$ cat config.mk
export PLATFORM = sky130hd
export DESIGN_NAME = sub_array_stream_packer
export DESIGN_NICKNAME = d
export VERILOG_FILES = /design/src/rtl/sub_array_stream_packer.sv
export SDC_FILE = /design/constraint.sdc
export NUM_CORES = 1
export LEC_CHECK = 0
export BUFFER_PORTS_ARGS = -buffer_cell sky130_fd_sc_hd__buf_2
export CORE_MARGIN = 2
export CORE_UTILIZATION = 50
export CTS_CLUSTER_SIZE = 12
export DETAILED_ROUTE_END_ITERATION = 12
export PLACE_DENSITY = 0.79
export SETUP_SLACK_MARGIN = 0.3
export SKIP_LAST_GASP = 1
export SLEW_MARGIN = 20
export SYNTH_ARGS = -nofsm -noshare
export SYNTH_HDL_FRONTEND = slang
export SYNTH_SLANG_ARGS = --single-unit
$ cat constraint.sdc
create_clock -name clk -period 5.2 [get_ports clk]
set_clock_uncertainty 0.05 [all_clocks]
set_input_delay 1.04 -clock clk [delete_from_list [all_inputs] [get_ports clk]]
set_output_delay 1.04 -clock clk [all_outputs]
set_load 0.01 [all_outputs]
$ cat src/rtl/sub_array_stream_packer.sv
// Collects a raster-order element stream into one frame-wide register, reordered so the
// leading SUB_ROWS rows and the remaining rows each form a column-major sub-array.
module sub_array_stream_packer #(
  parameter int BIT_WIDTH = 4,
  parameter int ROWS      = 8,
  parameter int COLS      = 8,
  parameter int SUB_ROWS  = 4
)(
  input  logic                          clk,
  input  logic                          rst_n,
  input  logic [BIT_WIDTH-1:0]          in_data,
  input  logic                          in_valid,
  input  logic                          in_last,
  output logic                          in_ready,
  output logic [ROWS*COLS*BIT_WIDTH-1:0] out_data,
  output logic                          out_valid,
  input  logic                          out_ready,
  output logic                          frame_err
);
  localparam int N  = ROWS*COLS;
  localparam int RW = (ROWS > 1) ? $clog2(ROWS) : 1;
  localparam int CW = (COLS > 1) ? $clog2(COLS) : 1;
  localparam int IW = (N > 1) ? $clog2(N) : 1;

  typedef enum logic {FILL = 1'b0, FULL = 1'b1} state_t;

  state_t        state, state_nxt;
  logic [RW-1:0] row;
  logic [CW-1:0] col;
  logic [IW-1:0] slot;
  logic          xfer, row_end, at_final;

  assign xfer     = in_valid & in_ready;
  assign row_end  = (col == CW'(COLS-1));
  assign at_final = row_end && (row == RW'(ROWS-1));

  // Destination element slot for the current (row, col) position.
  generate
    if (SUB_ROWS == ROWS) begin : g_single
      assign slot = IW'(int'(col)*SUB_ROWS + int'(row));
    end else begin : g_split
      always_comb begin
        if (int'(row) < SUB_ROWS)
          slot = IW'(int'(col)*SUB_ROWS + int'(row));
        else
          slot = IW'(COLS*SUB_ROWS + int'(col)*(ROWS-SUB_ROWS) + int'(row) - SUB_ROWS);
      end
    end
  endgenerate

  always_ff @(posedge clk or negedge rst_n) begin
    if (!rst_n) state <= FILL;
    else        state <= state_nxt;
  end

  // A consumed frame returns to FILL unless the element accepted in the same cycle completes
  // another frame (only possible when a frame is a single element).
  always_comb begin
    state_nxt = state;
    if (state == FULL && out_ready) state_nxt = FILL;
    if (xfer && at_final)           state_nxt = FULL;
  end

  always_comb begin
    out_valid = (state == FULL);
    in_ready  = (state == FILL) | out_ready;
  end

  always_ff @(posedge clk or negedge rst_n) begin
    if (!rst_n) begin
      row       <= '0;
      col       <= '0;
      frame_err <= 1'b0;
    end else begin
      frame_err <= xfer & (at_final ? ~in_last : in_last);
      if (xfer) begin
        if (at_final || in_last) begin
          row <= '0;
          col <= '0;
        end else if (row_end) begin
          col <= '0;
          row <= row + 1'b1;
        end else begin
          col <= col + 1'b1;
        end
      end
    end
  end

  // Unwritten slots keep the previous frame's contents; only meaningful while out_valid.
  always_ff @(posedge clk or negedge rst_n) begin
    if (!rst_n)    out_data <= '0;
    else if (xfer) out_data[int'(slot)*BIT_WIDTH +: BIT_WIDTH] <= in_data;
  end
endmodule

==> metrics.md, run 1 <==
| Metric | Value |
|---|---|
| Result of the run | `complete, no violations` |
| Wire length of the first global-routing pass | `about 47,000 µm` |
| Worst setup slack for register-to-register paths | `between 0.6 and 0.7 ns` |
| Ratio of cells with drive above 1 in the final layout | `0.563` |
| Routed wire length per instance | `around 22 µm` |
| Number of routed nets with antenna violations | `0` |
| Yosys warnings | `0` |
| Fraction of the yosys area taken by sequential cells | `0.593` |
| Core outline area | `roughly 22,000 µm²` |
| Kind of critical path | `reg -> reg` |
| DP HPWL | `21,500 µm` |
| Nature of the critical path startpoint | `flip-flop` |
| Largest net degree at the start of global routing | `between 100 and 150` |
| Detailed-routing iteration count for the pre-antenna-repair pass | `5` |
| Number of flops mapped to enable cells by yosys | `0` |
| Avg Inst Size Synth | `14.2 µm²` |
| Largest vdd supply drop | `between 0.0002 and 0.0003 V` |
| Power Dens Cells | `358 nW/µm²` |
| Cell area after technology mapping | `between 10,000 and 15,000 µm²` |
| PnR Total Power | `roughly 5 mW` |
| DRC Markers | `0` |
| Number of flip-flops and latches in the synthesized netlist | `264` |
| Source of the worst hold timing path | `out_data[247]$_DFFE_PN0P_` |
| Number of buffers created by CTS | `28` |
| Largest fanout of any net on the critical path | `16` |
| Capturing element type of the critical path | `flip-flop` |
| Most frequently used flop master after synthesis | `dfrtp_1` |
| Die height | `~150 µm` |
| Inst Count DP | `roughly 1,300` |
| Number of antenna violations at the first check in global routing | `0` |
| Fraction of registers with async set or reset after synthesis | `1.00` |
| Fin crit share | `0.876` |
| Max-cap violations | `0` |
| Port-buffer cells | `between 200 and 300` |
| Post-route non-filler standard cell count | `~1,400` |
| Total Wirelength | `roughly 30,000 µm` |
| First element of the critical path | `col[1]$_DFFE_PN0P_` |
| TNS Setup | `0 ns` |
| Count of endpoints failing setup in the final report | `0` |
| Time the final worst path needs with I/O delays and setup | `4.56 ns` |
| Worst setup slack before clock tree synthesis | `between 0.5 and 0.6 ns` |
| Final net count | `between 1,000 and 1,500` |
| Area enclosed by the die boundary | `between 20,000 and 25,000 µm²` |
| Number of max-slew violations in the final report | `0` |
| Clk pin slew, worst setup/hold paths | `roughly 0.060 ns` |
| Clock tree root buffer cell | `clkbuf_16` |
| Synth Instances | `787` |
| TritonCTS clock tree | `done` |
| Core Rows | `54` |
| Remaining Overflow, GRT | `0` |
| Layout overhead on the synthesized area | `23.2%` |
| Global router's overall resource usage | `0.255` |
| Leakage Power | `7.44 nW` |
| Highest clock rate | `220 MHz` |
| Initial DRC Count | `444` |
| Library cells used by synthesis | `53` |
| Post-DR vias/cell | `approximately 5.7` |
| Synth Net Count | `about 800` |
| Data arrival at the endpoint of the critical path | `4.92 ns` |
| Worst hold path type | `reg -> reg` |
| CTS HTree Levels | `1` |
| Unrepaired setup endpoints after global routing | `no` |
| Last weighted congestion value of the routability-driven placer | `0.944` |
| Via count | `7,721` |
| Reg2reg start | `col[1]$_DFFE_PN0P_` |
| Slew @ Worst Pin | `~1.1 ns` |
| Ant diodes | `0` |
| Clock latency on the worst-skew pair | `0.53 ns` |
| Worst-case setup margin in the final layout | `~0.64 ns` |
| Vias in the first global route | `~8,000` |
| Crit path required time | `between 5 and 6 ns` |
| Number of clock sinks | `roughly 260` |
| Die Width | `around 150 µm` |
| Hold violation total from the final report | `0` |
| Slew Limit Headroom | `0.260` |
| Initial Utilization | `0.511` |
| Number of buffers on the longest clock path | `3` |
| I/O pin count | `about 270` |
## worst paths after layout
path | end | cells past startpoint
worst max register to register | out_data[110]$_DFFE_PN0P_ | 10
min in group asynchronous | out_data[66]$_DFFE_PN0P_ | 1
worst max-delay path | out_data[110]$_DFFE_PN0P_ | 10
worst min register to register | out_data[247]$_DFFE_PN0P_ | 1
max in group asynchronous | out_data[160]$_DFFE_PN0P_ | 2
worst min-delay path | out_data[247]$_DFFE_PN0P_ | 1
## cell usage in the layout, fill, tap and decap left out, types with 4 or more instances in the layout
| master | count |
|---|---|
| dfrtp_1 | 264 |
| nor4_1 | 6 |
| nand3_1 | 33 |
| nand4_1 | 5 |
| ha_1 | 7 |
| inv_1 | 6 |
| buf_4 | 11 |
| clkbuf_1 | 7 |
| nand2_1 | 19 |
| buf_2 | 266 |
| clkbuf_8 | 6 |
| nor3_2 | 12 |
| or2_2 | 4 |
| and3_1 | 11 |
| clkinv_1 | 4 |
| nor3_1 | 18 |
| mux2_2 | 243 |
| mux2_4 | 4 |
| nor2_1 | 31 |
| clkbuf_16 | 29 |
| o21ai_0 | 15 |
| nor3_4 | 11 |
| o41ai_1 | 4 |
| or4_1 | 5 |
## stage by stage
step	hold slack, ns	cell area, µm²	utilization
global placement	0.418	12800	0.587
finish	0.435	13700	0.629
detailed placement	0.428	12800	0.587
floorplan	0.484	11100	-
global route	0.458	13700	0.629
CTS	0.441	13700	0.629
## sequential cells by signal, indices dropped and copies added (netlist names)
name / cells
frame_err: 1
out_valid: 1
row: 3
col: 3
out_data: 256
## where the power goes
| part | switching, mW | total [mW] | internal, mW |
|---|---|---|---|
| clock | 0.787 | 1.98 | 1.19 |
| sequential | 0.0705 | 2.24 | 2.17 |
| combinational | 0.448 | 0.697 | 0.250 |
## synth_stat cells (all sizes together), types with 3 or more instances
master / count / share of area
dfrtp: 264 / 0.59
mux2: 248 / 0.25
nor3: 41 / 0.032
nand3: 33 / 0.015
nor2: 32 / 0.011
clkbuf: 23 / 0.0079
nand2: 19 / 0.0064
o21ai: 18 / 0.0084
buf: 15 / 0.0067
and3: 11 / 0.0062
nor4: 11 / 0.011
ha: 7 / 0.0079
inv: 6 / 0.0020
or4: 6 / 0.0044
nand4: 5 / 0.0028
clkinv: 4 / 0.0013
o41ai: 4 / 0.0031
or2: 4 / 0.0022
a22o: 3 / 0.0024
o21a: 3 / 0.0020
or3: 3 / 0.0017
## timing repair
action | CTS | global route
hold buffers | 0 | 0
setup buffers | 0 | 0
setup endpoints to repair | 0 | 15
gates resized for setup | 0 | 2
endpoints found under the hold margin | 0 | 0
## kinds of logic after synthesis
group,Yosys count,share of synthesized area
buffers and inverters,48,0.0180
DFF,264,0.593
AOI/OAI and AO/OA,40,0.0255
adders and majority gates,8,0.00966
xor gates and xnor gates,3,0.00236
muxes,248,0.252
and+or+nand+nor,176,0.0997
## worst max-delay path, stage by stage (launching register included)
cell and delay [ns]:
dfrtp_1 0.65, inv_1 0.28, o21ai_0 0.17, fa_1 0.48
and2_1 0.22, o21a_1 0.19, ha_1 0.59, nand3_1 0.28
a21oi_1 0.70, nand3_1 0.44, mux2_2 0.39
## layer usage
metal,global-route usage,up-vias,share of wire,wire (µm)
li1,-,3395,-,-
met1,0.342,3951,0.42,12600
met2,0.405,317,0.47,14100
met3,0.0689,58,0.082,2480
met4,0.0899,0,0.033,983
met5,0,-,0,0
## layout make-up
| cell class | instances | area (µm²) |
|---|---|---|
| clock inverter | 5 | 75.1 |
| sequential | 264 | 6610 |
| timing repair buffer | 279 | 1450 |
| multi-input combinational | 475 | 4380 |
| fill | 1690 | 8090 |
| clock buffer | 42 | 835 |
| inverter | 10 | 37.5 |
| tap | 280 | 350 |
No activity file was read; power rests on OpenSTA's default activity.
==> run 2, diff against run 1 <==
GPL_TIMING_DRIVEN = 0   (was unset)
==> run 2 against run 1 <==
Against the previous run:
- core utilization hardly changed
- critical path depth rose by 2
- sequential cell count unchanged
- clock power shrank 11%
- sequential power is essentially flat
- clock-buffer cell count down 5
- register-to-register slack got worse by 0.09 ns
- cell count is 1.5% higher
- worst setup slack worse by 0.085 ns
- critical endpoint is now out_data[208]$_DFFE_PN0P_
- largest cell class unchanged
- largest power group unchanged
==> metrics.md, run 2 (synthesis gave the netlist of run 1 again) <==
| Metric | Value |
|---|---|
| Layout overhead on the synthesized area | `23.1% (was 23.2%)` |
| Worst-case setup margin in the final layout | `0.560 ns (was 0.645 ns)` |
| Detailed-routing iteration count for the pre-antenna-repair pass | `5 (unchanged)` |
| Total of hold buffers inserted after clock tree synthesis | `0 (unchanged)` |
| Remaining Overflow, GRT | `0 (unchanged)` |
| Initial Utilization | `0.511 (unchanged)` |
| DRC Markers | `0 (unchanged)` |
| Clock latency on the worst-skew pair | `0.53 ns (about the same)` |
| Data arrival at the endpoint of the critical path | `5.00 ns (was 4.92 ns)` |
| Ratio of cells with drive above 1 in the final layout | `0.553 (was 0.563)` |
| Power Dens Cells | `343 nW/µm² (was 358 nW/µm²)` |
| Fin crit share | `0.892 (was 0.876)` |
| Initial DRC Count | `405 (was 444)` |
| Number of gates given a new drive strength after cts | `0 (unchanged)` |
| Worst reg-to-reg path cell count | `12 (was 10)` |
| Capturing element type of the critical path | `flip-flop (unchanged)` |
| Clk pin slew, worst setup/hold paths | `0.06 ns (about the same)` |
| DP HPWL | `21,600 µm (was 21,500 µm)` |
| Kind of critical path | `reg -> reg (unchanged)` |
| Post-DR vias/cell | `5.61 (was 5.70)` |
| Number of buffers created by CTS | `27 (was 28)` |
| Max FFs per register | `256 (unchanged)` |
| Postcts setup bufs | `0 (unchanged)` |
| Largest fanout of any net on the critical path | `10 (was 16)` |
| Worst setup slack before clock tree synthesis | `0.342 ns (was 0.584 ns)` |
| TritonCTS clock tree | `done (unchanged)` |
| Number of max-slew violations in the final report | `0 (unchanged)` |
| Final net count | `1,102 (was 1,075)` |
| Number of antenna violations at the first check in global routing | `0 (unchanged)` |
| Leading cell type in the layout, fill and taps excluded | `buf_2 (unchanged)` |
| Crit path required time | `5.56 ns (was 5.57 ns)` |
| I/O pin count | `268 (unchanged)` |
| Commonest non-fill, non-tap cells in the layout | `buf_2, dfrtp_1, mux2_2, nand3_1, nor2_1 (unchanged)` |
| Worst setup slack for register-to-register paths | `0.56 ns (was 0.64 ns)` |
| Total Wirelength | `29,800 µm (was 30,200 µm)` |
| Largest registers | `out_data x256, col x3, row x3 (unchanged)` |
| Routed wire length per instance | `21.7 µm (was 22.3 µm)` |
| Last weighted congestion value of the routability-driven placer | `0.914 (was 0.944)` |
| Highest clock rate | `215 MHz (was 220 MHz)` |
| Die height | `153 µm (unchanged)` |
| Via count | `7,719 (was 7,721)` |
| Top cell by count, worst path | `nor3_2 (was nand3_1)` |
| TNS Setup | `0 ns (unchanged)` |
| Worst hold path type | `in -> async (was reg -> reg)` |
| Clock tree root buffer cell | `clkbuf_16 (unchanged)` |
| Ant diodes | `0 (unchanged)` |
| Global router's overall resource usage | `0.251 (was 0.255)` |
| Nature of the critical path startpoint | `flip-flop (unchanged)` |
| Die Width | `153 µm (unchanged)` |
| Vias in the first global route | `7,926 (was 7,975)` |
| Leakage Power | `7.42 nW (was 7.44 nW)` |
| CTS HTree Levels | `1 (unchanged)` |
| Category of cells accounting for the largest share of critical-path delay | `simple AND/OR/NAND/NOR gates (was adder cells)` |
| Time the final worst path needs with I/O delays and setup | `4.64 ns (was 4.56 ns)` |
| Count of endpoints failing setup in the final report | `0 (unchanged)` |
| Largest vdd supply drop | `0.000294 V (was 0.000265 V)` |
| Unrepaired setup endpoints after global routing | `no (unchanged)` |
| Area enclosed by the die boundary | `23,500 µm² (unchanged)` |
| Port-buffer cells | `267 (unchanged)` |
| Hold violation total from the final report | `0 (unchanged)` |
| WP depth | `12 (was 10)` |
| Number of buffers on the longest clock path | `3 (unchanged)` |
| Slew @ Worst Pin | `0.956 ns (was 1.10 ns)` |
| Wire length of the first global-routing pass | `46,100 µm (was 47,000 µm)` |
| Core Rows | `54 (unchanged)` |
| Sequence of cells on the critical path | `buf_2 > inv_1 > o21ai_0 > fa_1 > and2_1 > o21a_1 > ha_1 > buf_1 > nor3_2 > o21ai_2 > nor3_2 > mux2_2 (was inv_1 > o21ai_0 > fa_1 > and2_1 > o21a_1 > ha_1 > nand3_1 > a21oi_1 > nand3_1 > mux2_2)` |
| Largest net degree at the start of global routing | `102 (was 113)` |
| Number of clock sinks | `264 (unchanged)` |
| Max-cap violations | `0 (unchanged)` |
| Core outline area | `21,800 µm² (unchanged)` |
| Biggest cell delay along the critical path | `0.65 ns (was 0.70 ns)` |
| Number of routed nets with antenna violations | `0 (unchanged)` |
| Bufs and invs on worst path | `3 (was 1)` |
| Largest register by flop count | `out_data (unchanged)` |
| Slew Limit Headroom | `0.357 (was 0.260)` |
| Result of the run | `complete, no violations (unchanged)` |
| Critical Path Slowest Stage Cell | `nor3_2 (was a21oi_1)` |
run 2: cell types whose count changed in the layout (fill, tap and decap cells not counted), moves of 2 or more:
| cell | delta |
|---|---|
| nor4_1 | -3 |
| clkbuf_16 | -2 |
| buf_4 | -10 |
| clkbuf_1 | +20 |
| buf_16 | +2 |
| nor4_2 | +3 |
| nor3_1 | +2 |
| buf_2 | +12 |
| buf_1 | +2 |
| bufinv_16 | -2 |
run 2: path summary, 6_finish.rpt:
check	from	to
worst max-delay path	col[1]$_DFFE_PN0P_	out_data[208]$_DFFE_PN0P_
worst min register to register	out_data[20]$_DFFE_PN0P_	out_data[20]$_DFFE_PN0P_
max in group asynchronous	rst_n	out_data[130]$_DFFE_PN0P_
worst max register to register	col[1]$_DFFE_PN0P_	out_data[208]$_DFFE_PN0P_
min in group clk	out_data[20]$_DFFE_PN0P_	out_data[20]$_DFFE_PN0P_
worst min-delay path	rst_n	out_data[195]$_DFFE_PN0P_
run 2: per-stage QoR:
stage,instance area (µm²),total power [mW],util,instances,hold WS (ns)
after global placement,12800,2.94,0.588,1334,0.431
after CTS,13700,4.72,0.627,1376,0.428
after detailed placement,12900,2.96,0.591,1336,0.437
after global routing,13700,4.87,0.629,1376,0.453
after floorplan,11100,2.66,-,787,0.484
final,13700,4.70,0.629,1376,0.409
run 2: metal layers:
| layer | vias to the layer above | part of all wire | track usage |
|---|---|---|---|
| li1 | 3430 | - | - |
| met1 | 3924 | 0.42 | 0.335 |
| met2 | 299 | 0.47 | 0.408 |
| met3 | 66 | 0.078 | 0.0601 |
| met4 | 0 | 0.031 | 0.0811 |
| met5 | - | 0 | 0 |
run 2: area by class of cell:
type	count	area, µm²
Multi-Input combinational cell	475	4380
Tap cell	280	350
Fill cell	1704	8100
Buffer	38	163
Inverter	10	37.5
Sequential cell	264	6610
Clock buffer	37	763
Clock inverter	3	15.0
Timing Repair Buffer	269	1400
run 2: where the power goes:
part           leakage, nW  switching (mW)  internal (mW)
Clock                0.386           0.757           1.01
Combinational         3.44           0.451          0.251
Sequential            3.60          0.0650           2.17
==> run 3, diff against run 2 <==
CORE_MARGIN = 1   (was 2)
==> run 3 against run 2 <==
Against the previous run:
- register-to-register slack got worse by 0.03 ns
- clock power increased by 16%
- sequential share of layout area decreased by 0.51 points
- first-iteration DRC count increased by 0.74%
- worst hold slack improved by 0.038 ns
- fmax decreased by 0.57%
- total power increased by 5.6%
- highest routed layer unchanged
==> metrics.md, run 3 (synthesis gave the netlist of run 1 again) <==
| Metric | Value |
|---|---|
| Bufs and invs on worst path | `3 (unchanged)` |
| Biggest cell delay along the critical path | `0.57 ns (was 0.65 ns)` |
| Number of buffers created by CTS | `28 (was 27)` |
| Layout overhead on the synthesized area | `24.4% (was 23.1%)` |
| Clock tree root buffer cell | `clkbuf_16 (unchanged)` |
| Time the final worst path needs with I/O delays and setup | `4.67 ns (was 4.64 ns)` |
| Kind of critical path | `reg -> reg (unchanged)` |
| Sequential group share of total power | `0.450 (was 0.475)` |
| Power share of the clock group | `0.410 (was 0.375)` |
| Largest vdd supply drop | `0.000275 V (was 0.000294 V)` |
| Area enclosed by the die boundary | `22,900 µm² (was 23,500 µm²)` |
| Source of the worst hold timing path | `out_data[117]$_DFFE_PN0P_` |
| Post-DR vias/cell | `5.55 (was 5.61)` |
| Final net count | `1,103 (was 1,102)` |
| Result of the run | `complete, no violations (unchanged)` |
| Slew Limit Headroom | `0.250 (was 0.357)` |
| Worst hold path endpoint | `out_data[117]$_DFFE_PN0P_` |
| Clock latency on the worst-skew pair | `0.53 ns (about the same)` |
| Leading cell type in the layout, fill and taps excluded | `buf_2 (unchanged)` |
| Port-buffer cells | `267 (unchanged)` |
| Max-cap violations | `0 (unchanged)` |
| Unrepaired setup endpoints after global routing | `no (unchanged)` |
| I/O pin count | `268 (unchanged)` |
| Largest fanout of any net on the critical path | `10 (unchanged)` |
| Initial DRC Count | `408 (was 405)` |
| Commonest non-fill, non-tap cells in the layout | `buf_2, dfrtp_1, mux2_2, nand3_1, nor2_1 (unchanged)` |
| Crit path required time | `5.57 ns (was 5.56 ns)` |
| Fin crit share | `0.898 (was 0.892)` |
| Area of all placed cells without fillers | `13,900 µm² (was 13,700 µm²)` |
| Via count | `7,667 (was 7,719)` |
| PnR Total Power | `4.96 mW (was 4.70 mW)` |
| Largest net degree at the start of global routing | `92 (was 102)` |
| Highest clock rate | `214 MHz (was 215 MHz)` |
| TNS Setup | `0 ns (unchanged)` |
| Reg2reg start | `col[1]$_DFFE_PN0P_ (unchanged)` |
| DRC Markers | `0 (unchanged)` |
| Final Core Density | `0.635 (was 0.629)` |
| Largest register by flop count | `out_data (unchanged)` |
| Capturing element type of the critical path | `flip-flop (unchanged)` |
| Share of power burned in combinational logic | `0.140 (was 0.149)` |
| Worst Hold Path Cells | `1` |
| Max FFs per register | `256 (unchanged)` |
| Die Width | `151 µm (was 153 µm)` |
| TritonCTS clock tree | `done (unchanged)` |
| Detailed-routing iteration count for the pre-antenna-repair pass | `5 (unchanged)` |
| Die height | `151 µm (was 153 µm)` |
| Routed wire length per instance | `21.1 µm (was 21.7 µm)` |
| Count of endpoints failing setup in the final report | `0 (unchanged)` |
| End of the worst register-to-register path | `out_data[209]$_DFFE_PN0P_ (was out_data[208]$_DFFE_PN0P_)` |
| Total Wirelength | `29,200 µm (was 29,800 µm)` |
| Clk pin slew, worst setup/hold paths | `0.06 ns (about the same)` |
| Largest registers | `out_data x256, col x3, row x3 (unchanged)` |
| Category of cells accounting for the largest share of critical-path delay | `simple AND/OR/NAND/NOR gates (unchanged)` |
| Net switching power | `1.28 mW (was 1.27 mW)` |
| Core Rows | `54 (unchanged)` |
| Number of routed nets with antenna violations | `0 (unchanged)` |
| Remaining Overflow, GRT | `0 (unchanged)` |
| Worst setup slack for register-to-register paths | `0.53 ns (was 0.56 ns)` |
| Internal power consumption | `3.68 mW (was 3.43 mW)` |
| Vias in the first global route | `7,763 (was 7,926)` |
| Number of fill cells | `1,697 (was 1,704)` |
| Data arrival at the endpoint of the critical path | `5.04 ns (was 5.00 ns)` |
| Ratio of cells with drive above 1 in the final layout | `0.551 (was 0.553)` |
| CTS HTree Levels | `1 (unchanged)` |
| Global router's overall resource usage | `0.257 (was 0.251)` |
| Wire length of the first global-routing pass | `44,400 µm (was 46,100 µm)` |
| Last weighted congestion value of the routability-driven placer | `0.934 (was 0.914)` |
| Leakage Power | `7.49 nW (was 7.42 nW)` |
| Nature of the critical path startpoint | `flip-flop (unchanged)` |
| Number of buffers on the longest clock path | `3 (unchanged)` |
| Number of clock sinks | `264 (unchanged)` |
| Slew @ Worst Pin | `1.12 ns (was 0.956 ns)` |
| Worst hold path type | `reg -> reg (was in -> async)` |
| Total of hold buffers inserted after clock tree synthesis | `0 (unchanged)` |
| Number of antenna violations at the first check in global routing | `0 (unchanged)` |
| Worst reg-to-reg path cell count | `12 (unchanged)` |
| Sequence of cells on the critical path | `buf_2 > inv_1 > o21ai_0 > fa_1 > and2_1 > o21a_1 > ha_1 > buf_1 > nor3_4 > o21ai_1 > nor3_2 > mux2_2 (was buf_2 > inv_1 > o21ai_0 > fa_1 > and2_1 > o21a_1 > ha_1 > buf_1 > nor3_2 > o21ai_2 > nor3_2 > mux2_2)` |
| DP HPWL | `21,300 µm (was 21,600 µm)` |
| Power Dens Cells | `358 nW/µm² (was 343 nW/µm²)` |
| Number of max-slew violations in the final report | `0 (unchanged)` |
| DP Area | `12,900 µm² (about the same)` |
| Initial Utilization | `0.511 (unchanged)` |
| Hold violation total from the final report | `0 (unchanged)` |
| Net Sw Frac | `0.258 (was 0.271)` |
| Core outline area | `21,800 µm² (unchanged)` |
| Critical Path Slowest Stage Cell | `nor3_2 (unchanged)` |
run 3: changes by cell type in the layout (fill, tap and decap cells not counted), sizes merged:
cell / before / now
bufinv: 0 / 4
clkbuf: 60 / 62
clkinv: 7 / 6
diode: 0 / 1
run 3: through the flow:
step	setup WS (ns)	cells	hold slack (ns)
after floorplan	1.35	787	0.484
after global placement	-1.64	1334	0.430
final	0.533	1382	0.447
after global routing	0.320	1381	0.459
after CTS	0.372	1381	0.448
after detailed placement	0.419	1336	0.434
run 3: worst max-delay path by stage:
stage | to | depth (start not counted) | slack [ns] | startpoint
finish | out_data[209]$_DFFE_PN0P_ | 12 | 0.53 | col[1]$_DFFE_PN0P_
global route | out_data[209]$_DFFE_PN0P_ | 12 | 0.32 | col[1]$_DFFE_PN0P_
detailed placement | out_data[211]$_DFFE_PN0P_ | 12 | 0.42 | col[1]$_DFFE_PN0P_
global placement | out_data[233]$_DFFE_PN0P_ | 1 | -1.64 | rst_n
floorplan | out_data[210]$_DFFE_PN0P_ | 12 | 1.35 | col[1]$_DFFE_PN0P_
CTS | out_data[211]$_DFFE_PN0P_ | 12 | 0.37 | col[1]$_DFFE_PN0P_
run 3: layout make-up:
class | count | area, µm² | area share
diodes | 1 | 2.50 | 0.000180
plain buffers | 38 | 163 | 0.0117
clock buffers | 39 | 803 | 0.0579
clock inverters | 6 | 130 | 0.00938
inverters | 10 | 37.5 | 0.00271
multi-input cells | 475 | 4370 | 0.315
flip-flops and latches | 264 | 6610 | 0.476
well taps | 280 | 350 | 0.0253
repair buffers | 269 | 1400 | 0.101
run 3: power by group through the flow:
| stage | logic (mW) | clock network [mW] | registers, mW |
|---|---|---|---|
| after floorplan | 0.341 | 0 | 2.32 |
| after global placement | 0.669 | 0 | 2.26 |
| after detailed placement | 0.690 | 0 | 2.27 |
| after CTS | 0.691 | 2.07 | 2.23 |
| after global routing | 0.758 | 2.14 | 2.25 |
| final | 0.695 | 2.04 | 2.23 |
run 3: metal layers:
metal  vias to the layer above  GRT usage  wire, µm
li1                       3458          -         -
met4                         0     0.0855       894
met5                         -          0         0
met3                        57     0.0617      2200
met1                      3869      0.345     12400
met2                       283      0.408     13700
run 3: what timing repair did:
item / CTS / global route
setup buffers: 0 / 0
hold endpoints to repair: 0 / 0
resized for setup: 0 / 1
setup endpoints to repair: 0 / 28
run 3: worst reg2reg max path: cells and delay by family, from the launching register on:
kind / cells / cell delay, ns
AND/OR/NAND/NOR: 3 / 1.31
buffers and inverters: 3 / 0.80
multiplexers: 1 / 0.40
flip-flops: 1 / 0.48
adder cells (fa/ha/maj): 2 / 0.65
AO/OA/AOI/OAI: 3 / 0.87
